--- src/rtl/alu_op_sequencer_if.sv ---
// Command, ALU-drive and response signal bundle for alu_op_sequencer.
interface alu_op_sequencer_if #(
  parameter int DEPTH = 4
);
  localparam int CW = $clog2(DEPTH + 1);

  logic          cmd_valid;
  logic          cmd_ready;
  logic [3:0]    cmd_a;
  logic [3:0]    cmd_b;
  logic [1:0]    cmd_op;
  logic [3:0]    alu_a;
  logic [3:0]    alu_b;
  logic [1:0]    alu_op;
  logic [3:0]    alu_c;
  logic          rsp_valid;
  logic          rsp_ready;
  logic [3:0]    rsp_c;
  logic [1:0]    rsp_op;
  logic          rsp_err;
  logic          busy;
  logic [CW-1:0] fifo_count;

  modport master (
    input  cmd_valid, cmd_a, cmd_b, cmd_op, alu_c, rsp_ready,
    output cmd_ready, alu_a, alu_b, alu_op, rsp_valid, rsp_c, rsp_op, rsp_err,
           busy, fifo_count
  );

  modport slave (
    output cmd_valid, cmd_a, cmd_b, cmd_op, alu_c, rsp_ready,
    input  cmd_ready, alu_a, alu_b, alu_op, rsp_valid, rsp_c, rsp_op, rsp_err,
           busy, fifo_count
  );
endinterface

--- src/rtl/alu_op_sequencer.sv ---
// Queues ALU commands, drives them one at a time onto the ALU and returns tagged results.
// Defining ALU_MISR_EN adds an 8-bit response signature register (sig, cleared by sig_clr).
module alu_op_sequencer #(
  parameter int DEPTH  = 4,
  parameter int SETTLE = 1
) (
  input  logic       clk,
  input  logic       rst_n,
`ifdef ALU_MISR_EN
  input  logic       sig_clr,
  output logic [7:0] sig,
`endif
  alu_op_sequencer_if.master bus
);

  localparam int AW = (DEPTH > 1) ? $clog2(DEPTH) : 1;
  localparam int CW = $clog2(DEPTH + 1);
  localparam int SW = (SETTLE > 1) ? $clog2(SETTLE) : 1;
  localparam logic [1:0] OP_DIV = 2'b11;

  typedef enum logic [1:0] {
    ST_IDLE = 2'b00,
    ST_WAIT = 2'b01,
    ST_RESP = 2'b10
  } state_t;

  typedef struct packed {
    logic [3:0] a;
    logic [3:0] b;
    logic [1:0] op;
  } cmd_t;

  cmd_t          mem_q [DEPTH];
  logic [AW-1:0] wr_ptr_q, wr_ptr_d;
  logic [AW-1:0] rd_ptr_q, rd_ptr_d;
  logic [CW-1:0] count_q, count_d;
  state_t        state_q, state_d;
  logic [SW-1:0] wait_q, wait_d;
  logic [3:0]    alu_a_q, alu_a_d;
  logic [3:0]    alu_b_q, alu_b_d;
  logic [1:0]    alu_op_q, alu_op_d;
  logic [3:0]    rsp_c_q, rsp_c_d;
  logic [1:0]    rsp_op_q, rsp_op_d;
  logic          rsp_err_q, rsp_err_d;
  logic          rsp_valid_q, rsp_valid_d;

  logic          cmd_ready_s;
  logic          push_s;
  logic          pop_s;
  logic          rsp_fire_s;
  logic          div0_s;
  cmd_t          head_s;

  // Readiness depends only on current occupancy, so a full FIFO never accepts even while popping.
  assign cmd_ready_s = (count_q != CW'(DEPTH));
  assign push_s      = bus.cmd_valid && cmd_ready_s;
  assign rsp_fire_s  = rsp_valid_q && bus.rsp_ready;
  assign head_s      = mem_q[rd_ptr_q];
  assign div0_s      = (head_s.op == OP_DIV) && (head_s.b == 4'h0);

  // Sequencer next state, FIFO bookkeeping and ALU/response register updates.
  always_comb begin
    state_d     = state_q;
    wait_d      = wait_q;
    alu_a_d     = alu_a_q;
    alu_b_d     = alu_b_q;
    alu_op_d    = alu_op_q;
    rsp_c_d     = rsp_c_q;
    rsp_op_d    = rsp_op_q;
    rsp_err_d   = rsp_err_q;
    rsp_valid_d = rsp_valid_q;
    pop_s       = 1'b0;

    case (state_q)
      ST_IDLE: begin
        if (count_q != CW'(0)) begin
          pop_s = 1'b1;
        end else begin
          pop_s = 1'b0;
        end
      end
      ST_WAIT: begin
        if (wait_q != SW'(0)) begin
          wait_d = wait_q - SW'(1);
        end else begin
          rsp_c_d     = bus.alu_c;
          rsp_err_d   = 1'b0;
          rsp_valid_d = 1'b1;
          state_d     = ST_RESP;
        end
      end
      ST_RESP: begin
        if (rsp_fire_s) begin
          if (count_q != CW'(0)) begin
            pop_s = 1'b1;
          end else begin
            rsp_valid_d = 1'b0;
            state_d     = ST_IDLE;
          end
        end else begin
          state_d = ST_RESP;
        end
      end
      default: begin
        state_d = ST_IDLE;
      end
    endcase

    // A divide-by-zero never reaches the ALU; its error response is produced directly.
    if (pop_s) begin
      if (div0_s) begin
        rsp_c_d     = 4'hF;
        rsp_err_d   = 1'b1;
        rsp_op_d    = OP_DIV;
        rsp_valid_d = 1'b1;
        state_d     = ST_RESP;
      end else begin
        alu_a_d     = head_s.a;
        alu_b_d     = head_s.b;
        alu_op_d    = head_s.op;
        rsp_op_d    = head_s.op;
        rsp_valid_d = 1'b0;
        wait_d      = SW'(SETTLE - 1);
        state_d     = ST_WAIT;
      end
      rd_ptr_d = rd_ptr_q + AW'(1);
    end else begin
      rd_ptr_d = rd_ptr_q;
    end

    if (push_s) begin
      wr_ptr_d = wr_ptr_q + AW'(1);
    end else begin
      wr_ptr_d = wr_ptr_q;
    end

    case ({push_s, pop_s})
      2'b10:   count_d = count_q + CW'(1);
      2'b01:   count_d = count_q - CW'(1);
      default: count_d = count_q;
    endcase
  end

  // Control and output registers; reset discards queued and in-flight work.
  always_ff @(posedge clk or negedge rst_n) begin
    if (!rst_n) begin
      state_q     <= ST_IDLE;
      wait_q      <= SW'(0);
      wr_ptr_q    <= AW'(0);
      rd_ptr_q    <= AW'(0);
      count_q     <= CW'(0);
      alu_a_q     <= 4'h0;
      alu_b_q     <= 4'h0;
      alu_op_q    <= 2'b00;
      rsp_c_q     <= 4'h0;
      rsp_op_q    <= 2'b00;
      rsp_err_q   <= 1'b0;
      rsp_valid_q <= 1'b0;
    end else begin
      state_q     <= state_d;
      wait_q      <= wait_d;
      wr_ptr_q    <= wr_ptr_d;
      rd_ptr_q    <= rd_ptr_d;
      count_q     <= count_d;
      alu_a_q     <= alu_a_d;
      alu_b_q     <= alu_b_d;
      alu_op_q    <= alu_op_d;
      rsp_c_q     <= rsp_c_d;
      rsp_op_q    <= rsp_op_d;
      rsp_err_q   <= rsp_err_d;
      rsp_valid_q <= rsp_valid_d;
    end
  end

  // Command storage, written on each accepted command.
  always_ff @(posedge clk or negedge rst_n) begin
    if (!rst_n) begin
      for (int i = 0; i < DEPTH; i++) begin
        mem_q[i] <= cmd_t'(10'h000);
      end
    end else if (push_s) begin
      mem_q[wr_ptr_q] <= cmd_t'({bus.cmd_a, bus.cmd_b, bus.cmd_op});
    end else begin
      mem_q[wr_ptr_q] <= mem_q[wr_ptr_q];
    end
  end

`ifdef ALU_MISR_EN
  logic [7:0] sig_q, sig_d;

  function automatic logic [7:0] misr_next(input logic [7:0] cur, input logic err,
                                           input logic [1:0] op, input logic [3:0] c);
    logic fb;
    fb = cur[7] ^ cur[5] ^ cur[4] ^ cur[3];
    return {cur[6:0], fb} ^ {1'b0, err, op, c};
  endfunction

  // Signature folds in each response as it is handed off; clear wins over update.
  always_comb begin
    sig_d = sig_q;
    if (sig_clr) begin
      sig_d = 8'h00;
    end else if (rsp_fire_s) begin
      sig_d = misr_next(sig_q, rsp_err_q, rsp_op_q, rsp_c_q);
    end else begin
      sig_d = sig_q;
    end
  end

  // Signature register.
  always_ff @(posedge clk or negedge rst_n) begin
    if (!rst_n) begin
      sig_q <= 8'h00;
    end else begin
      sig_q <= sig_d;
    end
  end

  assign sig = sig_q;
`endif

  assign bus.cmd_ready  = cmd_ready_s;
  assign bus.alu_a      = alu_a_q;
  assign bus.alu_b      = alu_b_q;
  assign bus.alu_op     = alu_op_q;
  assign bus.rsp_valid  = rsp_valid_q;
  assign bus.rsp_c      = rsp_c_q;
  assign bus.rsp_op     = rsp_op_q;
  assign bus.rsp_err    = rsp_err_q;
  assign bus.busy       = (state_q != ST_IDLE) || (count_q != CW'(0));
  assign bus.fifo_count = count_q;

endmodule

--- src/flat_wrapper.sv ---
// flat-port wrapper written by rule: the top's interface ports become plain ports
module alu_op_sequencer_flat 
#(
  parameter int DEPTH  = 4,
  parameter int SETTLE = 1
)
  (clk, rst_n, bus_cmd_valid, bus_cmd_a, bus_cmd_b, bus_cmd_op, bus_alu_c, bus_rsp_ready, bus_cmd_ready, bus_alu_a, bus_alu_b, bus_alu_op, bus_rsp_valid, bus_rsp_c, bus_rsp_op, bus_rsp_err, bus_busy, bus_fifo_count);
  alu_op_sequencer_if #(.DEPTH(DEPTH)) bus_i ();
  input  logic clk;
  input  logic rst_n;
  input wire logic [$bits(bus_i.cmd_valid)-1:0] bus_cmd_valid;
  input wire logic [$bits(bus_i.cmd_a)-1:0] bus_cmd_a;
  input wire logic [$bits(bus_i.cmd_b)-1:0] bus_cmd_b;
  input wire logic [$bits(bus_i.cmd_op)-1:0] bus_cmd_op;
  input wire logic [$bits(bus_i.alu_c)-1:0] bus_alu_c;
  input wire logic [$bits(bus_i.rsp_ready)-1:0] bus_rsp_ready;
  output wire logic [$bits(bus_i.cmd_ready)-1:0] bus_cmd_ready;
  output wire logic [$bits(bus_i.alu_a)-1:0] bus_alu_a;
  output wire logic [$bits(bus_i.alu_b)-1:0] bus_alu_b;
  output wire logic [$bits(bus_i.alu_op)-1:0] bus_alu_op;
  output wire logic [$bits(bus_i.rsp_valid)-1:0] bus_rsp_valid;
  output wire logic [$bits(bus_i.rsp_c)-1:0] bus_rsp_c;
  output wire logic [$bits(bus_i.rsp_op)-1:0] bus_rsp_op;
  output wire logic [$bits(bus_i.rsp_err)-1:0] bus_rsp_err;
  output wire logic [$bits(bus_i.busy)-1:0] bus_busy;
  output wire logic [$bits(bus_i.fifo_count)-1:0] bus_fifo_count;
  assign bus_i.cmd_valid = bus_cmd_valid;
  assign bus_i.cmd_a = bus_cmd_a;
  assign bus_i.cmd_b = bus_cmd_b;
  assign bus_i.cmd_op = bus_cmd_op;
  assign bus_i.alu_c = bus_alu_c;
  assign bus_i.rsp_ready = bus_rsp_ready;
  assign bus_cmd_ready = bus_i.cmd_ready;
  assign bus_alu_a = bus_i.alu_a;
  assign bus_alu_b = bus_i.alu_b;
  assign bus_alu_op = bus_i.alu_op;
  assign bus_rsp_valid = bus_i.rsp_valid;
  assign bus_rsp_c = bus_i.rsp_c;
  assign bus_rsp_op = bus_i.rsp_op;
  assign bus_rsp_err = bus_i.rsp_err;
  assign bus_busy = bus_i.busy;
  assign bus_fifo_count = bus_i.fifo_count;
  alu_op_sequencer #(.DEPTH(DEPTH), .SETTLE(SETTLE)) u_core (.clk(clk), .rst_n(rst_n), .bus(bus_i));
endmodule
--- config.mk ---
export PLATFORM = sky130hd
export DESIGN_NAME = alu_op_sequencer_flat
export DESIGN_NICKNAME = d
export VERILOG_FILES = /design/src/rtl/alu_op_sequencer_if.sv /design/src/rtl/alu_op_sequencer.sv /design/src/flat_wrapper.sv
export SDC_FILE = /design/constraint.sdc
export NUM_CORES = 1
export LEC_CHECK = 0
export ABC_AREA = 1
export BUFFER_PORTS_ARGS = -buffer_cell sky130_fd_sc_hd__buf_4
export CORE_MARGIN = 3
export CORE_UTILIZATION = 55
export CTS_CLUSTER_DIAMETER = 200
export DETAILED_ROUTE_END_ITERATION = 8
export PLACE_DENSITY = 0.81
export SYNTH_ARGS = -nofsm -noshare
export SYNTH_HDL_FRONTEND = slang
export SYNTH_SLANG_ARGS = --single-unit
export TNS_END_PERCENT = 30
--- constraint.sdc ---
create_clock -name clk -period 2.6 [get_ports clk]
set_clock_uncertainty 0.15 [all_clocks]
set_input_delay 0.13 -clock clk [delete_from_list [all_inputs] [get_ports clk]]
set_output_delay 0.13 -clock clk [all_outputs]
set_load 0.02 [all_outputs]
==> results by group <==
Synth
  • Commonest cells post-synth: 87 x nand2_1, 78 x nand3_1, 68 x dfrtp_1
  • Number of synthesized flops with an enable pin: 0
  • Synth top area share: 0.470
  • Cells after Synth: 452
  • Netlist Area Pre-Place: 3620 um^2
  • Syn_nets: 480
  • Most common cell in the synthesized netlist: nand2_1
  • Seq/Total Area, Yosys: 0.470
  • Number of distinct library cells after synthesis: 28
  • Yosys warns: 0
  • Synth Flop Type: dfrtp_1
  • Largest cells by area after synthesis: dfrtp_1 47%, nand3_1 11%, o21ai_0 9.1%, nand2_1 9.0%, inv_1 5.6%
  • Ys async rst share: 1.00
  • Post-synth top area cell: dfrtp_1
  • Seq cells post-synth: 68
  • Syn avg cell area: 8.01 um^2

Clock network
  • H-tree Lvls: 3
  • Clock sinks: 68
  • CTS tree: yes
  • Clock Tree Root: clkbuf_8
  • Latest clock arrival within the worst-skew pair: 0.35 ns
  • Clock transition at the registers of the reported paths: 0.08 ns
  • Clock buffer count from CTS: 9
  • CTS Buffer Depth: 2
  • Setup repair bufs after CTS: 0

Die
  • Top Ports: 41
  • Initial core utilization: 0.590
  • Core area: 6130 um^2
  • Die width: 87.1 um
  • Die footprint: 7590 um^2
  • DIE HEIGHT: 87.1 um
  • Rows: 28

Critical path
  • Bufs and invs on worst path: 3
  • CP required: 2.67 ns
  • Setup crit start kind: flop
  • Crit-path slowest cell: dfrtp_1
  • RR Startpoint: u_core.state_q[0]
  • Reg2reg end: u_core.bus.fifo_count[2]
  • Crit path kind: flop to flop
  • Crit-path cells: inv_1 -> ha_1 -> nand3_1 -> nand2_1 -> nand2_4 -> inv_1 -> ha_1 -> inv_1 -> fa_1 -> a21oi_1 -> o21ai_0 -> xor2_1
  • Worst R2R Path Depth: 12
  • CP Capture Type: flop
  • Critical Path AT: 2.48 ns
  • Crit-path max FO: 10
  • Slowest stage delay, CP: 0.42 ns
  • Cell family with most CP delay: adder cells
  • Reg2reg setup slack: 0.20 ns
  • Most frequent CP cell: inv_1

Timing
  • Setup TNS Final: 0 ns
  • Final Hold Fails: 0
  • Crit path time final: 2.40 ns
  • Worst-margin pin slew: 0.859 ns
  • Setup violators final: 0
  • RSZ-0062 raised after global routing: no
  • Period utilization: 0.924
  • Max-slew violations: 0
  • Fmax: 416 MHz
  • Slew Limit Headroom: 0.427

Layout
  • Share of layout cells above drive strength 1: 0.165
  • Register area: 1700 um^2
  • P&R area growth vs syn: 18.8%
  • Antenna Cells: 0
  • Final core utilization: 0.701
  • Fillcell total: 506
  • Area of the multi-input gates: 1590 um^2
  • Final Net Count: 526

Routing
  • Vias/cell: 5.63
  • Via count: 3252
  • DR pass1 iterations: 6
  • WL final: 8440 um
  • DR iter-0 viols: 245
  • Avg WL per Cell: 14.6 um
  • DRC viols: 0
  • Final ANT Viol Nets: 0

GRT
  • GR Layer Usage met2: 0.391
  • Grt met3 use: 0.0549
  • Initial antenna violation count: 0
  • Number of global-route vias before repair: 3124
  • GRT Util Overall: 0.242
  • First-pass GRT wire length: 14400 um
  • Largest net degree at the start of global routing: 69
  • Overflow after GRT: 0
  • Most Crowded Layer GR: met2
  • Grt met1 use: 0.321

Hold path
  • WHS Endpoint: u_core.mem_q[19]
  • Hold path cells: 4
  • Hold_sp: bus_cmd_a[3]
  • Hold Crit Class: primary input to flop

Pwr
  • Leakage: 2.12 nW
  • Pwr dens: 1500 nW/um^2
  • Worst vdd ir: 901 uV
  • Power Total: 0.00643 W

Status
  • Status: finished, final reports clean

Placement
  • HPWL Detailed: 5270 um
  • # port buffers: 40
  • Final Wtd Congestion: 0.894

Flow run
  • Max_cap viols: 0
==> report_power, final <==
| part | switching, W | internal [W] |
|---|---|---|
| Sequential | 0.000347 | 0.00162 |
| Clock | 0.000420 | 0.000639 |
| Combinational | 0.00219 | 0.00122 |
| Total | 0.00296 | 0.00348 |
==> registers in the layout, summed over array words and instances (netlist names), 2 cells and up <==
name,flops
u_core.rd_ptr_q,2
u_core.bus.alu_b,4
u_core.wr_ptr_q,2
u_core.bus.rsp_c,4
u_core.bus.rsp_op,2
u_core.bus.fifo_count,3
u_core.bus.alu_op,2
u_core.state_q,2
u_core.mem_q,40
u_core.bus.alu_a,4
==> worst min-delay path: stages <==
cell	delay, ns
buf_4	0.08
or2_2	0.13
nand3_1	0.07
o21ai_0	0.07
==> through the flow <==
stage | hold WS [ns] | std cells | cell area, um^2 | setup WS (ns)
5_1_grt | 0.0253 | 578 | 4300 | 0.0187
3_3_place_gp | 0.150 | 551 | 3950 | 0.369
3_5_place_dp | 0.151 | 551 | 3950 | 0.220
2_1_floorplan | -0.316 | 452 | 3620 | 0.176
6_report | 0.00719 | 578 | 4300 | 0.198
4_1_cts | 0.000682 | 578 | 4300 | 0.210
==> worst max path at each step <==
stage                                          end                startpoint  slack [ns]  cells past startpoint
after floorplan           u_core.bus.fifo_count[2]  u_core.bus.fifo_count[0]        0.18                     10
after global placement    u_core.bus.fifo_count[2]         u_core.state_q[0]        0.37                     12
after detailed placement  u_core.bus.fifo_count[2]         u_core.state_q[0]        0.22                     12
after CTS                 u_core.bus.fifo_count[2]         u_core.state_q[0]        0.21                     12
after global routing      u_core.bus.fifo_count[2]         u_core.state_q[0]        0.02                     12
final                     u_core.bus.fifo_count[2]         u_core.state_q[0]        0.20                     12
==> routing by layer <==
layer	wire length (um)	part of all wire
met5	0	0
met4	127	0.015
met3	576	0.068
met2	3930	0.47
met1	3800	0.45
==> layout make-up <==
cell class,instances,share of cell area
multi-input combinational,304,0.369
inverter,57,0.0498
clock buffer,10,0.0297
timing repair buffer,58,0.108
clock inverter,6,0.0262
tap,75,0.0218
sequential,68,0.396
==> cells in the final DEF (no fill, tap or decap), types with 2 or more instances in the layout <==
cell type,netlist,final
nand2_4,1,2
clkbuf_8,0,9
o21ai_0,66,66
nor2_4,2,2
a21oi_1,20,20
nand2_1,87,87
inv_2,3,3
o211ai_1,10,10
buf_4,3,47
or2_2,10,10
bufinv_16,0,3
clkinv_4,0,2
xor2_1,3,3
inv_1,54,54
o21ai_1,2,2
nor2_1,6,6
nand3_1,78,78
nand2_2,3,2
dfrtp_1,68,68
dlygate4sd3_1,0,11
ha_1,9,9
==> repair_timing <==
action,CTS,global route
setup endpoints to repair,0,1
hold buffers,11,0
endpoints found under the hold margin,88,0
resized for setup,0,1
==> cell families after synthesis <==
logic type | Yosys count | synth area share
AO/OA/AOI/OAI | 100 | 0.147
AND/OR/NAND/NOR | 190 | 0.244
adder cells (fa/ha/maj) | 10 | 0.0367
XOR/XNOR | 4 | 0.00968
flip-flops | 68 | 0.470
buffers and inverters | 80 | 0.0923
Note: power is estimated with default switching activity, not from simulation.
